### config.mk
export PLATFORM = sky130hd
export DESIGN_NAME = tlb_walker
export DESIGN_NICKNAME = d
export VERILOG_FILES = /design/src/rtl/tlb_pkg.sv /design/src/rtl/tlb_pte_decode.sv /design/src/rtl/tlb_walker.sv
export SDC_FILE = /design/constraint.sdc
export NUM_CORES = 1
export LEC_CHECK = 0
export CAP_MARGIN = 10
export CELL_PAD_IN_SITES_DETAIL_PLACEMENT = 1
export CELL_PAD_IN_SITES_GLOBAL_PLACEMENT = 2
export CORE_AREA = 2 2 154 217
export CTS_BUF_LIST = sky130_fd_sc_hd__clkbuf_8
export DETAILED_ROUTE_END_ITERATION = 7
export DIE_AREA = 0 0 156 219
export PLACE_DENSITY = 0.9
export SKIP_CTS_REPAIR_TIMING = 1
export SLEW_MARGIN = 20
export SYNTH_ARGS = -nofsm -noshare
export SYNTH_HDL_FRONTEND = slang
export SYNTH_HIERARCHICAL = 1
export SYNTH_SLANG_ARGS = --single-unit
### constraint.sdc
create_clock -name clk -period 12 [get_ports clk]
set_clock_uncertainty 0.05 [all_clocks]
set_input_delay 2.4 -clock clk [delete_from_list [all_inputs] [get_ports clk]]
set_output_delay 2.4 -clock clk [all_outputs]
set_load 0.02 [all_outputs]
### src/rtl/tlb_pkg.sv
// ---------------------------------------------------------------------------
// tlb_pkg
// Shared definitions for the TLB miss walker.
//   - Default address, page, PCID and VPN widths.
//   - PTE flag bit positions: PTE_V (valid) and PTE_LEAF (leaf entry).
//   - Walker state enum.
//   - Fill result struct returned to the TLB set array.
// ---------------------------------------------------------------------------
package tlb_pkg;

    localparam int ADDR_W = 64;
    localparam int PAGE_W = 12;
    localparam int PCID_W = 12;
    localparam int VPN_W  = ADDR_W - PAGE_W;

    // Flag positions inside a page-table entry
    localparam int PTE_V    = 0;
    localparam int PTE_LEAF = 1;

    typedef enum logic [1:0] {
        ST_IDLE,
        ST_REQ,
        ST_WAIT,
        ST_FILL
    } walk_state_e;

    // Result handed back to the TLB; ppn is forced to zero on a fault
    typedef struct packed {
        logic [VPN_W-1:0]  vpn;
        logic [PCID_W-1:0] pcid;
        logic [VPN_W-1:0]  ppn;
        logic              fault;
    } fill_t;

endpackage

### src/rtl/tlb_pte_decode.sv
// ---------------------------------------------------------------------------
// tlb_pte_decode
// Combinational classification of one returned page-table entry.
// Ports:
//   pte         in   PTE_W       raw entry from memory
//   level_zero  in   1           entry was read at the last (leaf) level
//   ppn         out  ADDR-PAGE   PPN field of the entry
//   fault       out  1           entry ends the walk with a fault
//   leaf_hit    out  1           valid leaf at level 0, walk completes
//   descend     out  1           valid pointer above level 0, walk continues
// Exactly one of fault / leaf_hit / descend is high for any input.
// ---------------------------------------------------------------------------
module tlb_pte_decode
    import tlb_pkg::*;
#(
    parameter int ADDR  = 64,
    parameter int PAGE  = 12,
    parameter int PTE_W = 64
) (
    input  logic [PTE_W-1:0]     pte,
    input  logic                 level_zero,
    output logic [ADDR-PAGE-1:0] ppn,
    output logic                 fault,
    output logic                 leaf_hit,
    output logic                 descend
);

    logic pte_valid;
    logic pte_leaf;
    logic unused_bits;

    assign pte_valid = pte[PTE_V];
    assign pte_leaf  = pte[PTE_LEAF];
    assign ppn       = pte[ADDR-1:PAGE];

    // Software-defined bits between the flags and the PPN are not interpreted
    assign unused_bits = ^pte[PAGE-1:PTE_LEAF+1];

    // Superpages are not supported, so a leaf above level 0 is a fault, and a
    // pointer at level 0 has nowhere left to point.
    assign leaf_hit = pte_valid &&  pte_leaf &&  level_zero;
    assign descend  = pte_valid && !pte_leaf && !level_zero;
    assign fault    = !leaf_hit && !descend;

endmodule

### src/rtl/tlb_walker.sv
// ---------------------------------------------------------------------------
// tlb_walker
// Responder side of the TLB miss interface. Accepts one miss (VPN + PCID),
// walks a LEVELS-deep page table through a single-outstanding read port and
// returns a fill (PPN or fault) to the TLB set array.
// Ports:
//   clk, rst                      clock, asynchronous active-high reset
//   root_ppn       in   ADDR-PAGE top-level table PPN, sampled at accept
//   miss_valid     in   1         miss request
//   miss_ready     out  1         high only while idle
//   miss_vpn       in   ADDR-PAGE missing virtual page number
//   miss_pcid      in   PCID_B    PCID of the miss
//   mem_req_valid  out  1         PTE read request
//   mem_req_ready  in   1         memory accepts request
//   mem_req_addr   out  ADDR      byte address of the PTE
//   mem_rsp_valid  in   1         PTE data returned
//   mem_rsp_data   in   PTE_W     PTE (bit0 V, bit1 LEAF, [ADDR-1:PAGE] PPN)
//   fill_valid     out  1         fill result valid
//   fill_ready     in   1         TLB consumes fill
//   fill_vpn       out  ADDR-PAGE echoed VPN
//   fill_pcid      out  PCID_B    echoed PCID
//   fill_ppn       out  ADDR-PAGE translated PPN, 0 on fault
//   fill_fault     out  1         walk failed
// ---------------------------------------------------------------------------
module tlb_walker
    import tlb_pkg::*;
#(
    parameter int ADDR   = 64,
    parameter int PAGE   = 12,
    parameter int PCID_B = 12,
    parameter int LEVELS = 4,
    parameter int IDX_B  = 9,
    parameter int PTE_W  = 64
) (
    input  logic                 clk,
    input  logic                 rst,
    input  logic [ADDR-PAGE-1:0] root_ppn,
    input  logic                 miss_valid,
    output logic                 miss_ready,
    input  logic [ADDR-PAGE-1:0] miss_vpn,
    input  logic [PCID_B-1:0]    miss_pcid,
    output logic                 mem_req_valid,
    input  logic                 mem_req_ready,
    output logic [ADDR-1:0]      mem_req_addr,
    input  logic                 mem_rsp_valid,
    input  logic [PTE_W-1:0]     mem_rsp_data,
    output logic                 fill_valid,
    input  logic                 fill_ready,
    output logic [ADDR-PAGE-1:0] fill_vpn,
    output logic [PCID_B-1:0]    fill_pcid,
    output logic [ADDR-PAGE-1:0] fill_ppn,
    output logic                 fill_fault
);

    localparam int VPN_BITS = ADDR - PAGE;
    localparam int VA_MSB   = LEVELS * IDX_B - 1;
    localparam int LVL_W    = (LEVELS > 1) ? $clog2(LEVELS) : 1;
    localparam int OFF_W    = PAGE - IDX_B;

    walk_state_e state_q;
    walk_state_e state_d;

    logic [VPN_BITS-1:0] table_ppn_q;
    logic [LVL_W-1:0]    level_q;
    fill_t               fill_q;

    logic                accept;
    logic                rsp_take;
    logic                noncanon;
    logic [VPN_BITS-1:VA_MSB] vpn_high;
    logic [IDX_B-1:0]    req_idx;

    logic [VPN_BITS-1:0] pte_ppn;
    logic                pte_fault;
    logic                pte_leaf_hit;
    logic                pte_descend;

    assign accept   = (state_q == ST_IDLE) && miss_valid;
    assign rsp_take = (state_q == ST_WAIT) && mem_rsp_valid;

    // A VPN is canonical when every bit above the walked range copies the top
    // walked bit, i.e. the slice including that bit is all zeros or all ones.
    assign vpn_high = miss_vpn[VPN_BITS-1:VA_MSB];
    assign noncanon = (vpn_high != '0) && (vpn_high != '1);

    // Index of the current level, taken from the latched VPN
    assign req_idx = IDX_B'(fill_q.vpn >> (IDX_B * int'(level_q)));

    tlb_pte_decode #(
        .ADDR  (ADDR),
        .PAGE  (PAGE),
        .PTE_W (PTE_W)
    ) u_decode (
        .pte        (mem_rsp_data),
        .level_zero (level_q == '0),
        .ppn        (pte_ppn),
        .fault      (pte_fault),
        .leaf_hit   (pte_leaf_hit),
        .descend    (pte_descend)
    );

    // State register; reset abandons any walk in progress
    always_ff @(posedge clk or posedge rst) begin
        if (rst) begin
            state_q <= ST_IDLE;
        end else begin
            state_q <= state_d;
        end
    end

    // Next-state logic: a non-canonical miss skips memory entirely, and a
    // response is only looked at while a request is outstanding.
    always_comb begin
        state_d = state_q;
        unique case (state_q)
            ST_IDLE: begin
                if (miss_valid) begin
                    state_d = noncanon ? ST_FILL : ST_REQ;
                end
            end
            ST_REQ: begin
                if (mem_req_ready) begin
                    state_d = ST_WAIT;
                end
            end
            ST_WAIT: begin
                if (mem_rsp_valid) begin
                    state_d = pte_descend ? ST_REQ : ST_FILL;
                end
            end
            ST_FILL: begin
                if (fill_ready) begin
                    state_d = ST_IDLE;
                end
            end
            default: state_d = ST_IDLE;
        endcase
    end

    // Walk datapath: latch the miss on accept, then either step down one level
    // or record the final translation / fault when a PTE comes back.
    always_ff @(posedge clk or posedge rst) begin
        if (rst) begin
            table_ppn_q <= '0;
            level_q     <= '0;
            fill_q      <= '0;
        end else if (accept) begin
            table_ppn_q  <= root_ppn;
            level_q      <= LVL_W'(LEVELS - 1);
            fill_q.vpn   <= miss_vpn;
            fill_q.pcid  <= miss_pcid;
            fill_q.ppn   <= '0;
            fill_q.fault <= noncanon;
        end else if (rsp_take) begin
            if (pte_descend) begin
                table_ppn_q <= pte_ppn;
                level_q     <= level_q - 1'b1;
            end else if (pte_leaf_hit) begin
                fill_q.ppn <= pte_ppn;
            end else if (pte_fault) begin
                fill_q.fault <= 1'b1;
            end
        end
    end

    // Outputs are decoded from the state; the request address is only driven
    // while a request is being presented.
    always_comb begin
        miss_ready    = (state_q == ST_IDLE);
        mem_req_valid = (state_q == ST_REQ);
        mem_req_addr  = '0;
        if (state_q == ST_REQ) begin
            mem_req_addr = {table_ppn_q, req_idx, {OFF_W{1'b0}}};
        end
        fill_valid = (state_q == ST_FILL);
        fill_vpn   = fill_q.vpn;
        fill_pcid  = fill_q.pcid;
        fill_ppn   = fill_q.ppn;
        fill_fault = fill_q.fault;
    end

endmodule

# After elaboration in Yosys (flattened, before gate mapping)
# Cells that the tools add are included.
[word_totals] elab_cells=63 out_inout_bits=184 inputBits=186 register_bits=173
[classes] mul=1 reduce_logical=23 mux=20 eq_ne=10 add_sub_neg=1 shifts=1
[op_table] operator="two-way mux 52 bit" n=4
[op_table] operator="two-way mux 53 bit" n=3
[op_table] operator="two-way mux 64 bit" n=1
[op_table] operator=">> shifter 52 x 6 -> 9 bit" n=1
[op_table] operator="two-way mux 2 bit" n=9
[op_table] operator="!= test 17 bit, second input constant" n=1
[op_table] operator="nonzero test 17 bit" n=1
[op_table] operator="logical AND 1 bit" n=8
[op_table] operator="!= test 2 bit, second input constant" n=4
[op_table] operator="one-hot mux 2 bit (4 select lines)" n=1
[op_table] operator="AND reduction 4 bit" n=2
[op_table] operator="nonzero test 2 bit" n=4
[op_table] operator="multiplier 4 x 2 -> 6 bit, first input constant" n=1
[op_table] operator="== test 2 bit, second input constant" n=2
[op_table] operator="logical NOT 1 bit" n=4
[op_table] operator="logical NOT 2 bit" n=2
[op_table] operator="!= test 2 x 1 -> 1 bit, second input constant" n=2
[op_table] operator="AND reduction 3 bit" n=1
[op_table] operator="== test 2 x 1 -> 1 bit, second input constant" n=1
[op_table] operator="two-way mux 1 bit" n=2
[op_table] operator="AND reduction 2 bit" n=1
[op_table] operator="subtractor 2 x 1 -> 2 bit, second input constant" n=1

# Logic depth before layout (Yosys ltp)
[depth] word_depth=10 ltp_mapped=10

# By module
# Netlist, hierarchy kept.
[by_module_without_submodules] mod="tlb_walker" seq_area_each_um2=4329.2 area_each_um2=8171.6 cells_per_inst=853 n_inst=1
[by_module_without_submodules] mod="tlb_pte_decode" seq_area_each_um2=0.0 area_each_um2=417.9 cells_per_inst=56 n_inst=1

# Least setup slack after synthesis
# Ideal clock, no wire load.
[synth_path] path_kind="register to output" from="reg state_q[1]" to="out mem_req_addr[10]" path_buffers=2 stages_incl_launch_ff=5 required_time_ps=9550 t_arrival_ps=1442 slack_ps=8108 path_cell_list="dfrtp_1 > buf_4 > nor2b_1 > clkbuf_1 > and2_1"
[synth_between] elab_chain_cells=2
[synth_lines] item="start, declared" line_no="tlb_walker.sv:60" rtl="walk_state_e state_q;"
[synth_lines] item="start signal, assigned" line_no="tlb_walker.sv:107" rtl="state_q <= state_d;"
[synth_lines] item="== test 2 x 1 -> 1 bit"
[synth_lines] item="named net mem_req_valid" line_no="tlb_walker.sv:42" rtl="output logic mem_req_valid,"
[synth_lines] item="two-way mux 64 bit" line_no="tlb_walker.sv:172" rtl="if (state_q == ST_REQ) begin"
[synth_lines] item="end, declared" line_no="tlb_walker.sv:44" rtl="output logic [ADDR-1:0] mem_req_addr,"
# The timed path passes the listed nets, and every way through them passes these cells.

# Worst setup path in the final report
[layout_path] from="reg state_q[0]" to="out mem_req_addr[26]"
[layout_between] elab_chain_cells=2
[layout_lines] item="== test 2 x 1 -> 1 bit" line_no="tlb_walker.sv:172"
[layout_lines] item="two-way mux 64 bit" line_no="tlb_walker.sv:172"
# Every way passes these cells.

==> flow_summary.yaml <==
clock_tree:
  clk_pin_slew_worst_paths_ns: 0.10
  clk_latency_ns: 0.48
  htreeDepth: 4
  cts.sinks: 173
  cts-root-buf: "clkbuf_8"
  cts_buffer_depth: 2
  cts_buffers: 17
  cts_tree: "built"
place:
  place_congestion: 0.795
  port_buffers: 356
  hpwl_um: 21200
drt:
  vias: 7241
  postRouteAntennaNets: 0
  drt_iter0_drc: 235
  drc: 0
  routed_via_density: 4.53
  detail_route.wl_per_cell_um: 18.7
  finalWirelength_um: 29900
  drt-pass1-iter-count: 4
sta:
  hold_viol_final: 0
  rsz0062_at_grt: "no"
  slew_headroom: 0.284
  max_freq_mhz: 181
  hold_ws_ns: 0.428
  slew_violations: 0
  setup-tns-final_ns: 0
  worst_slew_pin_slew_ns: 1.07
  min_period_over_period: 0.460
  setup_violations: 0
  period_minus_slack_ns: 5.52
die:
  core-area_um2: 32100
  die_height_um: 219
  num_rows: 78
  die_area_um2: 34200
  io-pin-count: 370
  initial_core_util: 0.268
  die_width_um: 156
synthesis:
  yosys_warnings: 6
  yosysSeqAreaShare: 0.504
  synthCells: 909
  syn_area_per_cell_um2: 9.45
  synth_seq_cells: 173
  yosysUniqueCellTypes: 34
  syn_area_um2: 8590
pwr:
  leakagePower_nw: 5.50
  ir_worst_vdd_mv: 0.0875
  pwr_density_cell_nw_per_um2: 199
grt:
  grt_util_all_layers: 0.176
  grt_pass1_wl_um: 45800
  grt_max_degree: 86
  antenna_found_initial: 3
  grt_pass1_vias: 7871
  overflow: 0
final_layout:
  area_growth_pct: 43.9
  nNetsFinal: 1370
  drive_above_1_share: 0.0911
  nFillCells: 3672
  utilization: 0.385
hold_path:
  hold_path_class: "reg -> reg"
critical_path:
  arrival_ns: 3.07
  critPathLaunchType: "register"
  cp.required_ns: 9.55
  slowest_delay_ns: 0.70
  end_kind: "output pin"
  cp_max_fo: 45
  path_class: "reg -> out"
  path_cells: "nor2b_4 > buf_4 > and2_1 > clkdlybuf4s50_1"
  cp_top_family: "buffers and inverters"
  crit_path_top_delay_cell: "clkdlybuf4s50_1"
  critPathBufInv: 2
run_status:
  outcome: "complete, no violations"
flow_run:
  drv_cap: 0
[final timing paths]
kind / from / depth (start not counted) / slack (ns) / endpoint
max in group asynchronous: rst / 3 / 8.35 / fill_ppn[34]
hold reg to reg: fill_vpn[46] / 2 / 0.43 / fill_vpn[46]
hold / removal: fill_vpn[46] / 2 / 0.43 / fill_vpn[46]
setup reg to reg: level_q[0] / 7 / 8.11 / table_ppn_q[29]
setup / recovery: state_q[0] / 4 / 6.48 / mem_req_addr[26]
min in group asynchronous: rst / 2 / 2.23 / fill_vpn[45]
[cell usage after synthesis]
cell,count,area share
and2_1,64,0.047
o211ai_1,1,0.00087
buf_6,7,0.0092
buf_4,69,0.060
nand4_1,3,0.0022
conb_1,1,0.00044
ha_1,1,0.0015
nor3b_1,1,0.00087
o41ai_1,1,0.0010
nand2_1,356,0.16
nor2b_1,1,0.00073
nand3_1,2,0.0012
buf_1,2,0.00087
and4bb_1,1,0.0015
dfrtp_1,173,0.50
nand4b_1,1,0.0010
inv_1,6,0.0026
nor3b_4,1,0.0022
nor2_1,4,0.0017
clkbuf_1,16,0.0070
and3_2,1,0.00087
o31ai_1,1,0.00087
xnor2_1,2,0.0020
a21oi_2,50,0.051
buf_8,5,0.0087
nor4_1,4,0.0029
a21oi_1,2,0.0012
or4_1,1,0.00087
nor3_1,2,0.0012
mux4_2,11,0.029
a311o_1,1,0.0012
mux2i_1,52,0.061
o21ai_0,52,0.030
buf_2,14,0.0082
[cell type report]
class	count	area, um2	share of cell area
flip-flops and latches	173	4330	0.350
repair buffers	366	3640	0.294
multi-input cells	619	3450	0.279
well taps	400	500	0.0405
clock buffers	24	330	0.0267
clock inverters	8	81.3	0.00658
inverters	6	27.5	0.00223
diodes	2	5.00	0.000405
[cells by family after synthesis]
logic type / count (synthesis) / synth area share
AND/OR/NAND/NOR: 442 / 0.219
flip-flops: 173 / 0.504
buffers and inverters: 119 / 0.0969
AO/OA/AOI/OAI: 108 / 0.0864
multiplexers: 63 / 0.0894
XOR/XNOR: 2 / 0.00204
adder cells (fa/ha/maj): 1 / 0.00146
other: 1 / 0.000437
[power breakdown]
group / total (W) / leakage [nW] / switching [W] / internal [W]
sequential: 0.000924 / 2.22 / 0.000144 / 0.000780
combinational: 0.00111 / 3.06 / 0.000584 / 0.000521
clock: 0.000431 / 0.213 / 0.000227 / 0.000204
total: 0.00246 / 5.50 / 0.000956 / 0.00150
[per-stage QoR]
step	std cells	setup WS (ns)	instance area [um2]	power, W
finish	1598	6.48	12400	0.00246
global route	1598	6.26	12400	0.00262
CTS	1596	6.34	12400	0.00251
detailed placement	1564	6.46	11900	0.00206
global placement	1564	6.50	11900	0.00202
floorplan	911	4.86	8600	0.00153
[flip-flops by register name, summed over array words and instances, names as in the netlist]
register,count
fill_ppn,52
fill_vpn,52
table_ppn_q,52
fill_pcid,12
level_q,2
state_q,2
fill_fault,1
[worst register-to-register path: cells and delay by family, from the launching register on]
family / cells / cell delay, ns
compound gates: 1 / 0.12
fa+ha+maj: 1 / 0.30
buf+inv: 2 / 0.89
flops: 1 / 0.81
mux: 1 / 0.37
simple gates: 2 / 1.19
[metal layers]
layer	track usage	part of all wire	vias up
li1	-	-	3420
met1	0.202	0.40	3597
met2	0.319	0.53	190
met3	0.0387	0.042	34
met4	0.0673	0.027	0
met5	0	0	-
[layout by cell type (no fill, tap or decap), drive strengths merged, types with 3 or more instances in the layout]
| master | instances |
|---|---|
| clkdlybuf4s50 | 356 |
| dfrtp | 173 |
| nor4 | 4 |
| and2 | 64 |
| mux4 | 11 |
| conb | 3 |
| nand2 | 356 |
| buf | 10 |
| clkinv | 5 |
| clkbuf | 24 |
| nor2 | 4 |
| mux2i | 52 |
| o21ai | 52 |
| inv | 7 |
| nand4 | 3 |
| a21oi | 52 |
No activity file was read; power rests on OpenSTA's default activity.
